**config.mk**
```make
export PLATFORM = sky130hd
export DESIGN_NAME = apb_slave_bank_flat
export DESIGN_NICKNAME = d
export VERILOG_FILES = /design/src/rtl/apb_pkg.sv /design/src/rtl/apb_slave_bank_if.sv /design/src/rtl/apb_regfile.sv /design/src/rtl/apb_slave_bank.sv /design/src/flat_wrapper.sv
export SDC_FILE = /design/constraint.sdc
export NUM_CORES = 2
export LEC_CHECK = 0
export CAP_MARGIN = 20
export CORE_MARGIN = 2
export CORE_UTILIZATION = 63
export DETAILED_ROUTE_END_ITERATION = 7
export PLACE_DENSITY = 0.8
export RECOVER_POWER = 50
export SYNTH_ARGS = -nofsm -noshare
export SYNTH_HDL_FRONTEND = slang
export SYNTH_SLANG_ARGS = --single-unit
```
**constraint.sdc**
```tcl
create_clock -name Hclk -period 4.17 [get_ports Hclk]
set_clock_uncertainty 0.05 [all_clocks]
set_input_delay 0.834 -clock Hclk [delete_from_list [all_inputs] [get_ports Hclk]]
set_output_delay 0.834 -clock Hclk [all_outputs]
set_load 0.05 [all_outputs]
```
**src/rtl/apb_pkg.sv**
```systemverilog
`default_nettype none
// apb_pkg: shared FSM encoding, APB address constants and select-vector helper
// for the APB slave bank.  Rev 1.0
package apb_pkg;

  typedef enum logic {
    ST_IDLE   = 1'b0,
    ST_ACCESS = 1'b1
  } state_e;

  // Word addresses start at this byte-address bit.
  localparam int BYTE_OFF = 2;
  localparam int MAX_SLV  = 32;

  function automatic logic is_onehot(input logic [MAX_SLV-1:0] v);
    return $countones(v) == 1;
  endfunction

endpackage
`default_nettype wire

```
**src/rtl/apb_slave_bank_if.sv**
```systemverilog
`default_nettype none
// apb_slave_bank_if: APB completer-side bus bundle with master/slave views.
// Rev 1.0
interface apb_slave_bank_if #(
  parameter int NUM_SLV = 3,
  parameter int DATA_W  = 32,
  parameter int ADDR_W  = 32
);
  logic [NUM_SLV-1:0] psel;
  logic               penable;
  logic               pwrite;
  logic [ADDR_W-1:0]  paddr;
  logic [DATA_W-1:0]  pwdata;
  logic [DATA_W-1:0]  prdata;
  logic               pready;
  logic               pslverr;

  modport master (
    output psel, penable, pwrite, paddr, pwdata,
    input  prdata, pready, pslverr
  );

  modport slave (
    input  psel, penable, pwrite, paddr, pwdata,
    output prdata, pready, pslverr
  );
endinterface
`default_nettype wire

```
**src/rtl/apb_regfile.sv**
```systemverilog
`default_nettype none
// apb_regfile: DEPTH x DATA_W register storage, one write port, combinational
// read, asynchronous reset to RST_VAL.  Rev 1.0
module apb_regfile #(
  parameter int                DEPTH   = 16,
  parameter int                DATA_W  = 32,
  parameter logic [DATA_W-1:0] RST_VAL = '0,
  localparam int               IDX_W   = $clog2(DEPTH)
) (
  input  logic              clk,
  input  logic              rst_n,
  input  logic              we,
  input  logic [IDX_W-1:0]  idx,
  input  logic [DATA_W-1:0] wdata,
  output logic [DATA_W-1:0] rdata
);

  logic [DATA_W-1:0] mem_q [DEPTH];
  logic [DATA_W-1:0] mem_d [DEPTH];

  always_comb begin
    mem_d = mem_q;
    if (we) mem_d[idx] = wdata;
  end

  always_ff @(posedge clk or negedge rst_n) begin
    if (!rst_n) begin
      for (int i = 0; i < DEPTH; i++) mem_q[i] <= RST_VAL;
    end else begin
      mem_q <= mem_d;
    end
  end

  assign rdata = mem_q[idx];

endmodule
`default_nettype wire

```
**src/rtl/apb_slave_bank.sv**
```systemverilog
`default_nettype none
// apb_slave_bank: NUM_SLV APB register-file slaves behind one access FSM with
// programmable wait states and address/select error reporting.  Rev 1.0
module apb_slave_bank
  import apb_pkg::*;
#(
  parameter int                NUM_SLV  = 3,
  parameter int                DATA_W   = 32,
  parameter int                ADDR_W   = 32,
  parameter int                DEPTH    = 16,
  parameter int                WAIT_CYC = 2,
  parameter logic [DATA_W-1:0] RST_VAL  = '0
) (
  input  logic             Hclk,
  input  logic             Hresetn,
  apb_slave_bank_if.slave  apb
);

  localparam int IDX_W = $clog2(DEPTH);
  localparam int CNT_W = 4;

  state_e             state_q, state_d;
  logic [CNT_W-1:0]   cnt_q, cnt_d;
  logic [NUM_SLV-1:0] sel_q, sel_d;
  logic [ADDR_W-1:0]  addr_q, addr_d;

  logic               any_sel;
  logic               err;
  logic               complete;
  logic               ready;
  logic               slverr;
  logic [NUM_SLV-1:0] we;
  logic [IDX_W-1:0]   idx;
  logic [DATA_W-1:0]  rd [NUM_SLV];
  logic [DATA_W-1:0]  rd_mux;

  assign any_sel = |apb.psel;
  assign idx     = apb.paddr[IDX_W+BYTE_OFF-1:BYTE_OFF];

  // Only meaningful on the completing cycle of an access phase.
  assign err = !is_onehot(MAX_SLV'(apb.psel))
            || (apb.psel != sel_q)
            || (apb.paddr != addr_q)
            || (apb.paddr[BYTE_OFF-1:0] != '0)
            || (apb.paddr[ADDR_W-1:IDX_W+BYTE_OFF] != '0);

  always_comb begin
    state_d  = state_q;
    cnt_d    = cnt_q;
    sel_d    = sel_q;
    addr_d   = addr_q;
    ready    = 1'b0;
    slverr   = 1'b0;
    complete = 1'b0;
    case (state_q)
      ST_IDLE: begin
        if (any_sel && !apb.penable) begin
          sel_d   = apb.psel;
          addr_d  = apb.paddr;
          cnt_d   = CNT_W'(WAIT_CYC);
          state_d = ST_ACCESS;
        end else if (any_sel && apb.penable) begin
          ready  = 1'b1;
          slverr = 1'b1;
        end
      end
      ST_ACCESS: begin
        if (!any_sel) begin
          state_d = ST_IDLE;
        end else if (!apb.penable) begin
          // A fresh setup before completion restarts the transfer.
          sel_d  = apb.psel;
          addr_d = apb.paddr;
          cnt_d  = CNT_W'(WAIT_CYC);
        end else if (cnt_q != '0) begin
          cnt_d = cnt_q - CNT_W'(1);
        end else begin
          ready    = 1'b1;
          slverr   = err;
          complete = 1'b1;
          state_d  = ST_IDLE;
        end
      end
      default: state_d = ST_IDLE;
    endcase
  end

  always_ff @(posedge Hclk or negedge Hresetn) begin
    if (!Hresetn) begin
      state_q <= ST_IDLE;
      cnt_q   <= '0;
      sel_q   <= '0;
      addr_q  <= '0;
    end else begin
      state_q <= state_d;
      cnt_q   <= cnt_d;
      sel_q   <= sel_d;
      addr_q  <= addr_d;
    end
  end

  generate
    for (genvar k = 0; k < NUM_SLV; k++) begin : g_slv
      assign we[k] = complete && apb.pwrite && !err && apb.psel[k];

      apb_regfile #(
        .DEPTH   (DEPTH),
        .DATA_W  (DATA_W),
        .RST_VAL (RST_VAL)
      ) u_regfile (
        .clk   (Hclk),
        .rst_n (Hresetn),
        .we    (we[k]),
        .idx   (idx),
        .wdata (apb.pwdata),
        .rdata (rd[k])
      );
    end
  endgenerate

  always_comb begin
    rd_mux = '0;
    for (int k = 0; k < NUM_SLV; k++) begin
      if (apb.psel[k]) rd_mux = rd_mux | rd[k];
    end
  end

  assign apb.prdata  = (complete && !apb.pwrite && !err) ? rd_mux : '0;
  // Keeps a held bus from raising a violation response while in reset.
  assign apb.pready  = Hresetn && ready;
  assign apb.pslverr = Hresetn && slverr;

endmodule
`default_nettype wire

```
**src/flat_wrapper.sv**
```systemverilog
// flat-port wrapper written by rule: the top's interface ports become plain ports
module apb_slave_bank_flat import apb_pkg::*;
#(
  parameter int                NUM_SLV  = 3,
  parameter int                DATA_W   = 32,
  parameter int                ADDR_W   = 32,
  parameter int                DEPTH    = 16,
  parameter int                WAIT_CYC = 2,
  parameter logic [DATA_W-1:0] RST_VAL  = '0
)
  (Hclk, Hresetn, apb_psel, apb_penable, apb_pwrite, apb_paddr, apb_pwdata, apb_prdata, apb_pready, apb_pslverr);
  apb_slave_bank_if #(.NUM_SLV(NUM_SLV), .DATA_W(DATA_W), .ADDR_W(ADDR_W)) apb_i ();
  input  logic Hclk;
  input  logic Hresetn;
  input wire logic [$bits(apb_i.psel)-1:0] apb_psel;
  input wire logic [$bits(apb_i.penable)-1:0] apb_penable;
  input wire logic [$bits(apb_i.pwrite)-1:0] apb_pwrite;
  input wire logic [$bits(apb_i.paddr)-1:0] apb_paddr;
  input wire logic [$bits(apb_i.pwdata)-1:0] apb_pwdata;
  output wire logic [$bits(apb_i.prdata)-1:0] apb_prdata;
  output wire logic [$bits(apb_i.pready)-1:0] apb_pready;
  output wire logic [$bits(apb_i.pslverr)-1:0] apb_pslverr;
  assign apb_i.psel = apb_psel;
  assign apb_i.penable = apb_penable;
  assign apb_i.pwrite = apb_pwrite;
  assign apb_i.paddr = apb_paddr;
  assign apb_i.pwdata = apb_pwdata;
  assign apb_prdata = apb_i.prdata;
  assign apb_pready = apb_i.pready;
  assign apb_pslverr = apb_i.pslverr;
  apb_slave_bank #(.NUM_SLV(NUM_SLV), .DATA_W(DATA_W), .ADDR_W(ADDR_W), .DEPTH(DEPTH), .WAIT_CYC(WAIT_CYC), .RST_VAL(RST_VAL)) u_core (.Hclk(Hclk), .Hresetn(Hresetn), .apb(apb_i));
endmodule
```
Word level (Yosys, flattened, before mapping)
Cells that the tools add are included.
Widths: inputs -> output; s select.
Cells by class
  equal/unequal tests: 7
  add/sub/neg operators: 3
  mux-type cells: 47
  bitwise gates (word level): 4
  reductions and logical operators: 26
  order comparisons: 2
Operators with widths (count)
  $bwmux 512: 3
  $mux 32: 14
  $bmux 32 s4: 3
  $demux 32 s4: 1
  $or 32x32->32: 2
  $pmux 32 s2: 1
  $add 32x1->32: 1
  $eq 32x2->1 const B: 1
  $ne 32x32->1: 1
  $reduce_bool 26->1: 1
  $mux 4: 4
  $mux 1: 13
  $logic_and 1x1->1: 12
  $mux 3: 3
  $pmux 4 s2: 1
  $pmux 1 s2: 3
  $pmux 3 s2: 1
  $reduce_and 3->1: 2
  $ge 5x5->1 const B: 1
  $lt 5x1->1 const B: 1
  $not 4->5: 1
  $logic_not 1->1: 4
  $logic_or 1x1->1: 4
  $ne 2x2->1 const B: 2
  9 further kinds: 9
Storage, ports and cells
  input port bits: 71
  output and inout port bits: 34
  bits in registers: 1576

Longest topological paths before layout
  depth in word-level cells: 13
  mapped depth: 12

Hierarchy
A second synthesis with hierarchy kept.
Second synthesis, totals
  cells, all modules: 4477
  area total of the unflattened synthesis: 71492.3 µm²
Modules (own cells, without submodules)
  apb_regfile: times used 3, cells each 1407, area an instance 22871.9 µm², sequential area each 12812.3 µm²
  apb_slave_bank: times used 1, cells each 256, area an instance 2876.5 µm², sequential area each 1001.0 µm²

Worst setup path before layout
Ideal clock, no wire load.
  path kind: input-to-output
  start: input port apb_psel[0]
  end: output port apb_prdata[10]
  cell stages on the path: 11
  buffers on the path: 2
  arrival: 4093 ps
  required time: 3286 ps
  slack: -807 ps
  cells stage by stage: inv_1 > ha_1 > ha_1 > ha_1 > nor4b_1 > nand4_1 > or2_2 > or4_1 > clkbuf_1 > clkbuf_1 > nor3_1
On the way
  word-level cells in the longest chain between the ends: 11
Ends and longest elaborated chain
  start: declaration: line flat_wrapper.sv:15  | input wire logic [$bits(apb_i.psel)-1:0] apb_psel;
  $add 1x1->2 (not written as such): line apb_pkg.sv:16  | return $countones(v) == 1;
  $add 32x1->32 (not written as such): line apb_pkg.sv:16
  $eq 32x2->1: line apb_pkg.sv:16
  $logic_not 1->1: line apb_slave_bank.sv:41  | assign err = !is_onehot(MAX_SLV'(apb.psel))
  $logic_or 1x1->1: line apb_slave_bank.sv:42  | || (apb.psel != sel_q)
  $logic_or 1x1->1: line apb_slave_bank.sv:43  | || (apb.paddr != addr_q)
  $logic_or 1x1->1: line apb_slave_bank.sv:44  | || (apb.paddr[BYTE_OFF-1:0] != '0)
  $logic_or 1x1->1: line apb_slave_bank.sv:45  | || (apb.paddr[ADDR_W-1:IDX_W+BYTE_OFF] != '0);
  $logic_not 1->1: line apb_slave_bank.sv:128  | assign apb.prdata = (complete && !apb.pwrite && !err) ? rd_mux : '0;
  $logic_and 1x1->1: line apb_slave_bank.sv:128
  $mux 32 *: line apb_slave_bank.sv:128
  end: declaration: line flat_wrapper.sv:20  | output wire logic [$bits(apb_i.prdata)-1:0] apb_prdata;
Mark *: on every way between the ends. The rest lies on a longest branch, timed or not.

Worst setup path in the final report
  start: input port apb_psel[1]
  end: output port apb_prdata[3]
Same word-level chain as after synthesis.

==> impl_metrics.env <==
export IMPL_drtPass1Iterations=7
export IMPL_cp_common_cell="buf_12"
export IMPL_synthFlopType="dfrtp_1"
export IMPL_rsz0062_at_grt="true"
export IMPL_hold_path_cell_count=1
export IMPL_path_buf_inv=5
export IMPL_violations="capacitance limit, slew limit, setup timing"
export IMPL_vias=44700
export IMPL_async_reset_ff_frac=1.00
export IMPL_critPathArrivalTime_ns=3.53
export IMPL_regArea_um2=39400
export IMPL_synth_most_common_cell="dfrtp_1"
export IMPL_grt_pass1_wl_um=301000
export IMPL_worstMarginPinSlew_ns=2.64
export IMPL_syn_area_per_cell_um2=15.5
export IMPL_start_util=0.632
export IMPL_synth_edff_count=0
export IMPL_clock_sinks=1576
export IMPL_clkTransAtPathRegs_ns=0.06
export IMPL_crit_required_ns=3.29
export IMPL_worstHoldPathType="reg -> reg"
export IMPL_path_delay_family="simple AND/OR/NAND/NOR gates"
export IMPL_yosys_warnings=0
export IMPL_postSynthCellCount=4717
export IMPL_gp_congestion=0.848
export IMPL_synthTopCellsByArea="dfrtp_1 54%, mux2_2 23%, mux4_2 11%"
export IMPL_synthXorXnorAreaFrac=0.00395
export IMPL_yosys_area_top_type="dfrtp_1"
export IMPL_fin_nets=5057
export IMPL_finalHoldViolCount=0
export IMPL_maxCapViolCount=12
export IMPL_powerDensity_nw_per_um2=374
export IMPL_crit_chain="buf_8, buf_6, fa_2, nor4b_4, nand4_1, or2_4, or4_4, buf_12, buf_16, nor3_4, buf_12"
export IMPL_grt_use_met2=0.536
export IMPL_synth_distinct_cells=44
export IMPL_synth_top_area_frac=0.539
export IMPL_fmax_mhz=227
export IMPL_synth_fa_ha_area_frac=0.00113
export IMPL_slowest_delay_ns=0.69
export IMPL_grtUsageMet3=0.0649
export IMPL_die_height_um=345
export IMPL_dp_hpwl_um=122000
export IMPL_cp_max_fo=8
export IMPL_period_share=1.06
export IMPL_utilization=0.741
export IMPL_worstSetupPathType="in -> out"
export IMPL_avgRoutedWirePerCell_um=29.8
export IMPL_drive_gt1_frac=0.533
export IMPL_dpl_worst_slack_ns=-0.617
export IMPL_drt_wl_total_um=197000
export IMPL_fp_coreArea_um2=116000
export IMPL_power_leakage_uw=0.0417
export IMPL_clock_path_buffers=3
export IMPL_multiInputGateArea_um2=31800
export IMPL_dieArea_um2=119000
export IMPL_rows=125
export IMPL_synth_commonest_cells="1576 x dfrtp_1, 1475 x mux2_2, 352 x mux4_2, 245 x clkbuf_1, 159 x mux2_1"
export IMPL_antenna_found_initial=0
export IMPL_period_minus_slack_ns=4.41
export IMPL_syn_area_um2=73100
export IMPL_grt_use_met1=0.475
export IMPL_ys_seq_area_frac=0.539
export IMPL_first_global_vias=47800
export IMPL_synthMuxAreaShare=0.364
export IMPL_r2r_slack_ns=1.02
export IMPL_ant_nets=0
export IMPL_vias_per_cell=6.74
export IMPL_syn_to_final_growth_pct=17.2
export IMPL_synth_nets=4794
export IMPL_ir_drop_mv=0.408
export IMPL_post_route_drc_count=0
export IMPL_io_pins=105
export IMPL_fin_ws_ns=-0.243
export IMPL_cts_root_buf="clkbuf_16"
export IMPL_synth_compound_area_frac=0.0223
export IMPL_insertedDiodeCount=0
export IMPL_synth_top_family_by_area="multiplexers"
export IMPL_grt_max_degree=185
export IMPL_portBuffers=104
export IMPL_yosys_area_share_simple=0.0342
export IMPL_regToRegStartpoint="u_core.addr_q[20]"
export IMPL_ys_ff_latch=1576
export IMPL_start_kind="input port"
export IMPL_relSlewSlack=-0.761
export IMPL_cts_tree="built"
export IMPL_cts_buffers=161
export IMPL_fillers=6873
export IMPL_reg2reg_depth=11
export IMPL_grt_usage=0.341
export IMPL_holdPathEnd="u_core.g_slv[2].u_regfile.mem_q[479]"
export IMPL_htreeDepth=4
export IMPL_min_from="u_core.g_slv[2].u_regfile.mem_q[479]"
export IMPL_r2r_end="u_core.g_slv[2].u_regfile.mem_q[356]"
export IMPL_endpoint_kind="output pin"
export IMPL_drt_initial_drc_count=4148
export IMPL_grt_busiest_layer="met2"
export IMPL_drv_slew=1222
export IMPL_setup_viol=33
export IMPL_fp_dieW_um=345
export IMPL_clk_latency_ns=0.76
export IMPL_overflow=0
export IMPL_crit_slowest_cell="or4_4"
export IMPL_status="finished, violations left"
==> timing repair <==
item | CTS | global route
setup buffers | 3 | 3
pin swaps | 16 | 11
gates cloned | 4 | 0
setup endpoints to repair | 33 | 33
hold buffers | 1 | 0
resized for setup | 46 | 9
hold endpoints to repair | 32 | 0
==> area by class of cell <==
class                           count  share of cell area
Sequential cell                  1576               0.460
Inverter                            8            0.000380
Clock inverter                     56             0.00804
Timing Repair Buffer              591              0.0831
Multi-Input combinational cell   2642               0.371
Tap cell                         1524              0.0222
Clock buffer                      234              0.0554
==> cell families after synthesis <==
logic type | Yosys count
mux | 2019
simple gates | 355
flops | 1576
xor+xnor | 33
fa+ha+maj | 6
buf+inv | 499
compound gates | 229
==> state kept, by name, indices dropped and copies added, names as in the netlist <==
name and flops:
u_core.addr_q 32, u_core.sel_q 3, u_core.cnt_q 4, u_core.state_q 1, u_core.g_slv.u_regfile.mem_q 1536
==> where the power goes <==
| part | switching, uW | internal [uW] |
|---|---|---|
| logic | 1230 | 610 |
| registers | 47.0 | 15400 |
| clock network | 6130 | 8670 |
==> metal layers <==
metal | wire [um] | share of wire | vias to the layer above
met4 | 9120 | 0.046 | 0
met1 | 79300 | 0.40 | 24200
met2 | 94500 | 0.48 | 1845
met5 | 0 | 0 | -
met3 | 14500 | 0.073 | 539
li1 | - | - | 18100
==> how the worst max path moves through the flow <==
stage,startpoint,end,slack (ns),cells after the start
after floorplan,apb_psel[1],apb_prdata[30],0.002,11
after global placement,apb_psel[0],apb_prdata[1],-0.58,12
after detailed placement,apb_psel[1],apb_prdata[2],-0.62,10
after CTS,apb_psel[2],apb_prdata[3],-0.23,11
after global routing,apb_psel[1],apb_prdata[3],-0.32,11
final,apb_psel[1],apb_prdata[3],-0.24,11
==> worst reg2reg max path: cells and delay by family, from the launching register on <==
| family | cells | cell delay (ns) |
|---|---|---|
| buf+inv | 6 | 1.09 |
| flops | 1 | 0.37 |
| mux | 1 | 0.47 |
| simple gates | 4 | 1.07 |
==> layout by cell type, fill, tap and decap left out, types with 30 or more instances in the layout <==
cell type / count
mux2i_1: 33
clkbuf_16: 166
buf_12: 195
buf_4: 297
o22ai_1: 33
dfrtp_1: 1576
mux4_2: 352
a21oi_1: 32
nor3_4: 32
a22oi_1: 127
mux2_2: 1475
clkdlybuf4s50_1: 58
nand3_1: 51
clkbuf_8: 34
mux2_1: 159
nor2_1: 117
clkbuf_1: 41
nor4_4: 50
xor2_1: 30
==> per-stage QoR <==
| step | hold slack, ns | instance area (um^2) | instances | total power (uW) | setup TNS [ns] |
|---|---|---|---|---|---|
| after floorplan | 0.402 | 73600 | 4717 | 16500 | 0 |
| after global placement | 0.412 | 80200 | 6333 | 17500 | -298.58 |
| after detailed placement | 0.421 | 80200 | 6333 | 17500 | -346.50 |
| after CTS | 0.405 | 85900 | 6631 | 32200 | -4.23 |
| after global routing | 0.424 | 85700 | 6631 | 33000 | -8.39 |
| final | 0.433 | 85700 | 6631 | 32100 | -6.13 |
(Power assumes the default switching activity.)
